**src/rtl/pwm_seq_ctrl.sv**
```systemverilog
// pwm_seq_ctrl
//   Four-channel PWM sequencer. A shared period counter runs 0..period_max and
//   each channel drives out[i] high while cnt < active[i]. Duty writes land in
//   a per-channel shadow register and are committed only at period boundaries
//   (or on any cycle while idle), either as a step or as a +/-1-per-period ramp.
//
// Ports
//   clk          rising-edge clock
//   rst_n        asynchronous reset, active low
//   en           run request (level)
//   period_max   last counter value; period is period_max+1 cycles
//   wr_valid     duty write request
//   wr_ready     write accepted when wr_valid && wr_ready (shadow of wr_chan empty)
//   wr_chan      target channel
//   wr_duty      new duty in high cycles per period
//   wr_ramp      1 = ramp toward wr_duty, 0 = step
//   out          PWM outputs (registered)
//   period_start one-cycle pulse on the first cycle of each period (registered)
//   busy         some channel has active != target (registered)
module pwm_seq_ctrl #(
    parameter int WIDTH = 8
) (
    input  logic             clk,
    input  logic             rst_n,
    input  logic             en,
    input  logic [WIDTH-1:0] period_max,
    input  logic             wr_valid,
    output logic             wr_ready,
    input  logic [1:0]       wr_chan,
    input  logic [WIDTH-1:0] wr_duty,
    input  logic             wr_ramp,
    output logic [3:0]       out,
    output logic             period_start,
    output logic             busy
);

    localparam logic [1:0] ST_IDLE  = 2'd0;
    localparam logic [1:0] ST_RUN   = 2'd1;
    localparam logic [1:0] ST_DRAIN = 2'd2;

    logic [1:0]             state, state_nxt;
    logic [WIDTH-1:0]       cnt, cnt_nxt;
    logic [WIDTH-1:0]       pmax, pmax_nxt;

    logic [3:0]             pend_vld, pend_vld_nxt;
    logic [3:0]             pend_ramp, pend_ramp_nxt;
    logic [3:0][WIDTH-1:0]  pend_duty, pend_duty_nxt;
    logic [3:0]             ramp, ramp_nxt;
    logic [3:0][WIDTH-1:0]  target, target_nxt;
    logic [3:0][WIDTH-1:0]  active, active_nxt;

    logic [3:0]             out_nxt;
    logic                   ps_nxt;
    logic                   busy_nxt;

    logic                   running;
    logic                   boundary;
    logic [WIDTH-1:0]       t_sel;
    logic                   r_sel;

    // One ramp step toward goal, holding once it is reached.
    function automatic logic [WIDTH-1:0] step_toward(input logic [WIDTH-1:0] cur,
                                                     input logic [WIDTH-1:0] goal);
        if (cur < goal)
            return cur + 1'b1;
        else if (cur > goal)
            return cur - 1'b1;
        else
            return cur;
    endfunction

    assign wr_ready = ~pend_vld[wr_chan];

    always_comb begin
        running  = (state != ST_IDLE);
        boundary = running && (cnt == pmax);

        state_nxt = state;
        case (state)
            ST_IDLE:          if (en) state_nxt = ST_RUN;
            // DRAIN only differs from RUN in where it goes at the boundary,
            // so both share one transition rule.
            ST_RUN, ST_DRAIN: begin
                if (en)
                    state_nxt = ST_RUN;
                else if (boundary)
                    state_nxt = ST_IDLE;
                else
                    state_nxt = ST_DRAIN;
            end
            default:          state_nxt = ST_IDLE;
        endcase

        cnt_nxt  = (running && !boundary) ? cnt + 1'b1 : '0;
        // Latched continuously while idle so the value seen at IDLE->RUN is kept;
        // while running it only changes at a boundary.
        pmax_nxt = (!running || boundary) ? period_max : pmax;

        pend_vld_nxt  = pend_vld;
        pend_ramp_nxt = pend_ramp;
        pend_duty_nxt = pend_duty;
        ramp_nxt      = ramp;
        target_nxt    = target;
        active_nxt    = active;
        t_sel         = '0;
        r_sel         = 1'b0;

        for (int i = 0; i < 4; i++) begin
            t_sel = pend_vld[i] ? pend_duty[i] : target[i];
            r_sel = pend_vld[i] ? pend_ramp[i] : ramp[i];
            if (!running) begin
                // Idle commits are always steps: nothing is being driven yet.
                if (pend_vld[i]) begin
                    target_nxt[i]   = pend_duty[i];
                    active_nxt[i]   = pend_duty[i];
                    ramp_nxt[i]     = 1'b0;
                    pend_vld_nxt[i] = 1'b0;
                end
            end else if (boundary) begin
                target_nxt[i]   = t_sel;
                ramp_nxt[i]     = r_sel;
                pend_vld_nxt[i] = 1'b0;
                active_nxt[i]   = r_sel ? step_toward(active[i], t_sel) : t_sel;
            end
            // A write can only be accepted into an empty shadow, so it never
            // collides with a commit of the same channel in this cycle.
            if (wr_valid && wr_ready && (wr_chan == 2'(i))) begin
                pend_vld_nxt[i]  = 1'b1;
                pend_duty_nxt[i] = wr_duty;
                pend_ramp_nxt[i] = wr_ramp;
            end
        end

        // Registered outputs are derived from next-state values so they line
        // up with the counter value they describe.
        out_nxt  = '0;
        busy_nxt = 1'b0;
        for (int i = 0; i < 4; i++) begin
            out_nxt[i] = (state_nxt != ST_IDLE) && (cnt_nxt < active_nxt[i]);
            busy_nxt   = busy_nxt | (active_nxt[i] != target_nxt[i]);
        end
        ps_nxt = (state_nxt != ST_IDLE) && (cnt_nxt == '0);
    end

    always_ff @(posedge clk or negedge rst_n) begin
        if (!rst_n) begin
            state        <= ST_IDLE;
            cnt          <= '0;
            pmax         <= '0;
            pend_vld     <= '0;
            ramp         <= '0;
            target       <= '0;
            active       <= '0;
            out          <= '0;
            period_start <= 1'b0;
            busy         <= 1'b0;
        end else begin
            state        <= state_nxt;
            cnt          <= cnt_nxt;
            pmax         <= pmax_nxt;
            pend_vld     <= pend_vld_nxt;
            ramp         <= ramp_nxt;
            target       <= target_nxt;
            active       <= active_nxt;
            out          <= out_nxt;
            period_start <= ps_nxt;
            busy         <= busy_nxt;
        end
    end

    // Shadow payload is only meaningful while pend_vld is set, so it needs no reset.
    always_ff @(posedge clk) begin
        pend_duty <= pend_duty_nxt;
        pend_ramp <= pend_ramp_nxt;
    end

endmodule

```
**config.mk**
```make
export PLATFORM = sky130hd
export DESIGN_NAME = pwm_seq_ctrl
export DESIGN_NICKNAME = d
export VERILOG_FILES = /design/src/rtl/pwm_seq_ctrl.sv
export SDC_FILE = /design/constraint.sdc
export NUM_CORES = 1
export LEC_CHECK = 0
export CAP_MARGIN = 20
export CORE_MARGIN = 4
export CORE_UTILIZATION = 40
export CTS_CLUSTER_DIAMETER = 100
export DETAILED_ROUTE_END_ITERATION = 12
export HOLD_SLACK_MARGIN = 0.06
export SYNTH_ARGS = -nofsm -noshare
export SYNTH_HDL_FRONTEND = slang
export SYNTH_SLANG_ARGS = --single-unit
```
**constraint.sdc**
```tcl
create_clock -name clk -period 5 [get_ports clk]
set_clock_uncertainty 0.15 [all_clocks]
set_input_delay 1 -clock clk [delete_from_list [all_inputs] [get_ports clk]]
set_output_delay 1 -clock clk [all_outputs]
set_load 0.01 [all_outputs]
```
==> results.md <==
* Fraction of layout instances using a drive strength above 1 at about a tenth
* Fin area at around 0.011 mm2
* Mapped cell area at roughly 0.009 mm2
* Yosys cell types at a little under 80
* CP max-delay cell: a211oi_1
* Hold violation count in the final report at 0
* Slew @ Worst Pin at 0.945 ns
* Net Sw Frac at between 40% and 50%
* CP startpoint kind: register
* Setup repair after global routing missed its margin: false
* Layout Nets at 1124
* Buf/Inv on CP at 2
* Antenna cell count at 0
* DR vias at just under 8000
* Worst hold path class: reg -> reg
* Placement Cell Area at ~0.0099 mm2
* EDFF count, synth at 36
* Int Power at a little over 0.004 W
* CTS Buf Count at 17
* Die ar. at ~0.025 mm2
* Kind of critical path: reg -> reg
* Number of port buffers at 29
* Placer Congestion at 0.900
* Average vias per placed instance at 5.87
* DR pass1 iterations at 5
* Vias in the first global route at approximately 7400
* Maxcap violations at 0
* Ys flop type: dfrtp_1
* Synthesized netlist cell count at roughly 990
* Hpwl dp at roughly 21000 um
* Fin cells at ~1300
* CTS Buffer Depth at 2
* CP cell instances: buf_4 -> mux2i_1 -> ha_1 -> o211ai_1 -> a21oi_1 -> nor2_2 -> buf_4 -> or4_1 -> a31o_2 -> a211oi_1 -> ha_1 -> a21o_1 -> a211oi_1 -> o21a_1
* WL/cell at between 20 and 25 um
* Yosys warns at 0
* Setup Viol. Count Final at 0
* CP max FO at 14
* Peak supply drop at between 0.3 and 0.4 mV
* Drt drc at 0
* First-pass GRT wire length at ~44000 um
* Total core area at between 0.02 and 0.025 mm2
* Vert. Die Dim at ~160 um
* P_leak at between 4 and 5 nW
* Fin crit share at between 90% and 100%
* Die X at between 150 and 200 um
* Total track usage at 22.3%
* WP data required at approximately 5.2 ns
* Async SR Flop Fraction at around 73%
* Critical Path AT at around 5.0 ns
* Top Family by Delay on Critical Path: compound AO/OA/AOI/OAI gates
* Mapped Nets at roughly 1100
* GRT overflow at 0
* Pin count of the biggest net entering global routing at a little over 70
* Fill cells at between 2000 and 2500
* Clk sink count at 132
* PwrDens at 736 mW/mm2
* Reg clk slew, reported paths at roughly 0.060 ns
* Post-synthesis sequential area ratio at a little under two fifths
* Max-slew headroom at about 37%
* Placed Cells at roughly 1300
* Post-CTS Setup Bufs at 0
* Worst Setup End Kind: register
* Post-synthesis average cell area at just over 9 um2
* Post-CTS resize count at 0
* Post-Place Setup Slack at around 0.15 ns
* Row count at 54
* Starting density of the core at a little over 40%
* Most frequent cells in the layout: 93 x dfrtp_1, 84 x nor2_1, 84 x nand2_1
* Overall routed net length at roughly 28000 um
* Commonest non-fill, non-tap cell in the layout: dfrtp_1
* Root Driver: clkbuf_16
* CTS H-tree lvls at 4
* Status: finished clean
* Flop pwr share at 25.1%
* Clock Latency Late Sink at 0.43 ns
* Crit-path max cell delay at just over 0.6 ns
* Final min period at approximately 4.7 ns
* Worst setup margin at ~0.26 ns
* Maximum clock rate at 211 MHz
* Clock share of power at between 10% and 20%
* CTS tree: done
* Initial antenna violation count at 0
* Routed Antenna Nets at 0
* Area growth syn-to-layout at 15.2%
* I/O pin count at 30
* Max Transition Viols Final at 0
* Switch Pwr at ~0.0037 W
* Setup_tns at 0 ns
* CTS hold repair buffers at 0
* Synth Register Bits at around 130
* Logic pwr share at 57.3%
* Starting DRC count in detailed routing at roughly 630
layer usage:
layer	share of wire, %	GRT usage, %
met3	6.2	4.22
met5	0	0
met4	2.0	5.96
met1	46	31.9
met2	46	34.9
worst paths after layout:
path | cells after the start | start | to | slack [ns]
max | 14 | pend_vld[3] | out[3] | 0.26
min | 2 | pmax[0] | pmax[0] | 0.34
max reg2reg | 14 | pend_vld[3] | out[3] | 0.26
min reg2reg | 2 | pmax[0] | pmax[0] | 0.34
max in group asynchronous | 2 | rst_n | pend_vld[3] | 3.12
min in group asynchronous | 1 | rst_n | state[0] | 0.57
cell families after synthesis:
family,Yosys count,share of synthesized area (%)
compound gates,261,19.1
fa+ha+maj,71,9.74
xor+xnor,55,5.53
buf+inv,108,4.65
flops,132,38.2
mux,52,5.91
simple gates,312,16.9
tightest hold or removal path, delay by kind of cell (launching register included):
family           cells  cell delay [ns]
flip-flops           1             0.36
AND/OR/NAND/NOR      2             0.10
power groups by stage:
stage	logic, W	clock network [W]	registers, W
6_report	0.00443	0.00136	0.00194
3_5_place_dp	0.00437	0	0.00194
2_1_floorplan	0.00317	0	0.00173
3_3_place_gp	0.00434	0	0.00194
5_1_grt	0.00492	0.00143	0.00199
4_1_cts	0.00439	0.00138	0.00193
flip-flops by register name, indices dropped and copies added (netlist names):
signal,flops
pend_duty,32
active,32
pend_vld,4
cnt,8
period_start,1
busy,1
target,32
pend_ramp,4
state,2
ramp,4
out,4
pmax,8
Yosys cell counts, types with 24 or more instances:
master / number / share of area (%)
clkbuf_1: 24 / 0.99
xnor2_1: 35 / 3.4
nand3_1: 29 / 1.6
ha_1: 71 / 9.7
a21oi_1: 76 / 4.2
nor2_1: 86 / 3.5
dfrtp_1: 96 / 26
o21ai_0: 37 / 2.0
mux2i_1: 46 / 5.0
edfxtp_1: 36 / 12
a21o_1: 24 / 2.0
inv_1: 61 / 2.5
nand2_1: 84 / 3.5
per-stage QoR:
stage	hold slack (ns)	utilization (%)	power (W)
finish	0.338	47.4	0.00774
global route	0.366	47.4	0.00834
CTS	0.344	47.4	0.00770
detailed placement	0.331	44.5	0.00631
global placement	0.330	44.5	0.00629
floorplan	0.310	-	0.00490
layout make-up:
class	instances	area (um2)	share of cell area [%]
Inverter	61	229	2.18
Clock buffer	17	425	4.05
Tap cell	280	350	3.33
Multi-Input combinational cell	751	5240	49.9
Timing Repair Buffer	67	573	5.45
Sequential cell	132	3490	33.2
Clock inverter	15	204	1.94
No activity file was read; power rests on OpenSTA's default activity.
==> RTL change (same settings) <==
Set the parameter `WIDTH` to 6 (it was 8).
--- a/src/rtl/pwm_seq_ctrl.sv
+++ b/src/rtl/pwm_seq_ctrl.sv
@@ -18,7 +18,7 @@
 //   period_start one-cycle pulse on the first cycle of each period (registered)
 //   busy         some channel has active != target (registered)
 module pwm_seq_ctrl #(
-    parameter int WIDTH = 8
+    parameter int WIDTH = 6
 ) (
     input  logic             clk,
     input  logic             rst_n,
Ports: changed (resized period_max and wr_duty); port bits go from 30 to 26. No check against the original RTL was run, so the function may have changed too.
==> RTL change against the unedited design <==
  * Total power fell by 15%
  * Highest routed layer unchanged
  * Core utilization fell by 2.2 points
  * Largest cell class unchanged
  * Setup slack improved by 0.13 ns
  * Synthesized area fell by 13%
  * Critical endpoint is now out[1]
  * Sequential cell count fell by 28
  * Design area fell by 16%
  * Count of clock-buffer cells in the layout fell by 8
  * Wire length fell by 12%
==> RTL change: results (changes against the unedited design) <==
stage;metric;value;unit;change
logic_synthesis;synth.top_cells.by_count;nand2_1 (95), dfrtp_1 (76), nor2_1 (66);;was dfrtp_1 (96), nor2_1 (86), nand2_1 (84)
detailed_routing;drt_iter0_drc;742;;was 632
logic_synthesis;synth-edff-count;28;;was 36
global_route;grtUsageTotal;0.229;;was 0.223
setup_path;max_stage_delay;0.69;ns;was 0.61 ns
global_route;grt_pass1_wl;39.5;mm;was 44.3 mm
placement;pre_cts_ws;0.440;ns;was 0.146 ns
cts;cts_buffers;9;;was 17
logic_synthesis;synth_top_area_frac;0.239;;was 0.263
outcome;status;finished clean;;unchanged
placement;gp_congestion;0.929;;was 0.900
setup_path;cp_max_fo;10;;was 14
finish;nFillCells;1941;;was 2,111
finish;layout.nets;983;;was 1,124
global_route;grt_pass1_vias;6773;;was 7,443
detailed_routing;wl_met3;1.43;mm;was 1.77 mm
pwr;power_leakage;3.68;nW;was 4.50 nW
finish;drive_gt1_frac;0.0886;;was 0.105
logic_synthesis;synth.net_count;967;;was 1,085
min_path;hold_class;primary input to async pin;;was flop to flop
timing;relSlewSlack;0.212;;was 0.370
logic_synthesis;ys_seq_area_frac;0.345;;was 0.382
pwr;irDropWorstVdd;0.287;mV;was 0.348 mV
global_route;grt_util_met2;0.359;;was 0.349
placement;numPortBuffers;25;;was 29
global_route;grt_util_met3;0.0292;;was 0.0422
logic_synthesis;async_reset_ff_frac;0.731;;was 0.727
timing;worst_slack;0.383;ns;was 0.256 ns
setup_path;critPathSlowestCell;dfrtp_1;;was a211oi_1
placement;dp.cells;1162;;was 1,290
finish;largestRegisters;active (24), pend_duty (24), target (24);;was active (32), pend_duty (32), target (32)
detailed_routing;wl_met2;11.4;mm;was 12.9 mm
placement;dpl.hpwl;18.3;mm;was 21.1 mm
detailed_routing;num_vias;7126;;was 7,763
setup_path;cp.arrival;4.68;ns;was 4.95 ns
global_route;grt_max_degree;77;;was 71
logic_synthesis;avgSynthCellArea;8.90;um^2;was 9.21 um^2
[RTL change: changes by cell type in the layout (fill, tap and decap cells not counted), moves of 8 or more]
cell,before,now
xor2_1,17,8
a21oi_1,76,54
edfxtp_1,36,28
clkbuf_16,17,9
ha_1,71,55
mux2i_1,46,30
xnor2_1,35,16
a21o_1,24,14
nand2_1,84,95
dfrtp_1,93,76
nor2_1,84,66
buf_4,39,24
[RTL change: cell type report]
class,instances,area share
Multi-Input combinational cell,685,0.539
Clock buffer,9,0.0255
Sequential cell,104,0.310
Timing Repair Buffer,49,0.0507
Tap cell,265,0.0375
Clock inverter,7,0.0112
Inverter,60,0.0255
[RTL change: through the flow]
stage / utilization / instance area (um^2)
2_1_floorplan: - / 7950
3_3_place_gp: 0.434 / 8470
3_5_place_dp: 0.435 / 8490
4_1_cts: 0.451 / 8810
5_1_grt: 0.453 / 8840
6_report: 0.453 / 8840
[RTL change: where the power goes]
part           switching [W]  leakage (nW)  total, W  internal (W)
Sequential          0.000400          1.16   0.00157       0.00117
Clock               0.000359         0.157  0.000804      0.000444
Combinational        0.00264          2.36   0.00422       0.00158
[RTL change: path summary, 6_finish.rpt]
| kind | from | endpoint | cells past startpoint |
|---|---|---|---|
| max | pend_vld[1] | out[1] | 12 |
| min | rst_n | pmax[5] | 1 |
| max reg2reg | pend_vld[1] | out[1] | 12 |
| min reg2reg | pmax[1] | pmax[1] | 2 |
| max in group asynchronous | rst_n | target[13] | 2 |
| min in group clk | pmax[1] | pmax[1] | 2 |
[RTL change: cells by family after synthesis]
group,Yosys count,synth area share
AOI/OAI and AO/OA,259,0.233
buffers and inverters,104,0.0570
and+or+nand+nor,301,0.186
DFF,104,0.345
xor gates and xnor gates,28,0.0361
muxes,42,0.0565
adders and majority gates,55,0.0866
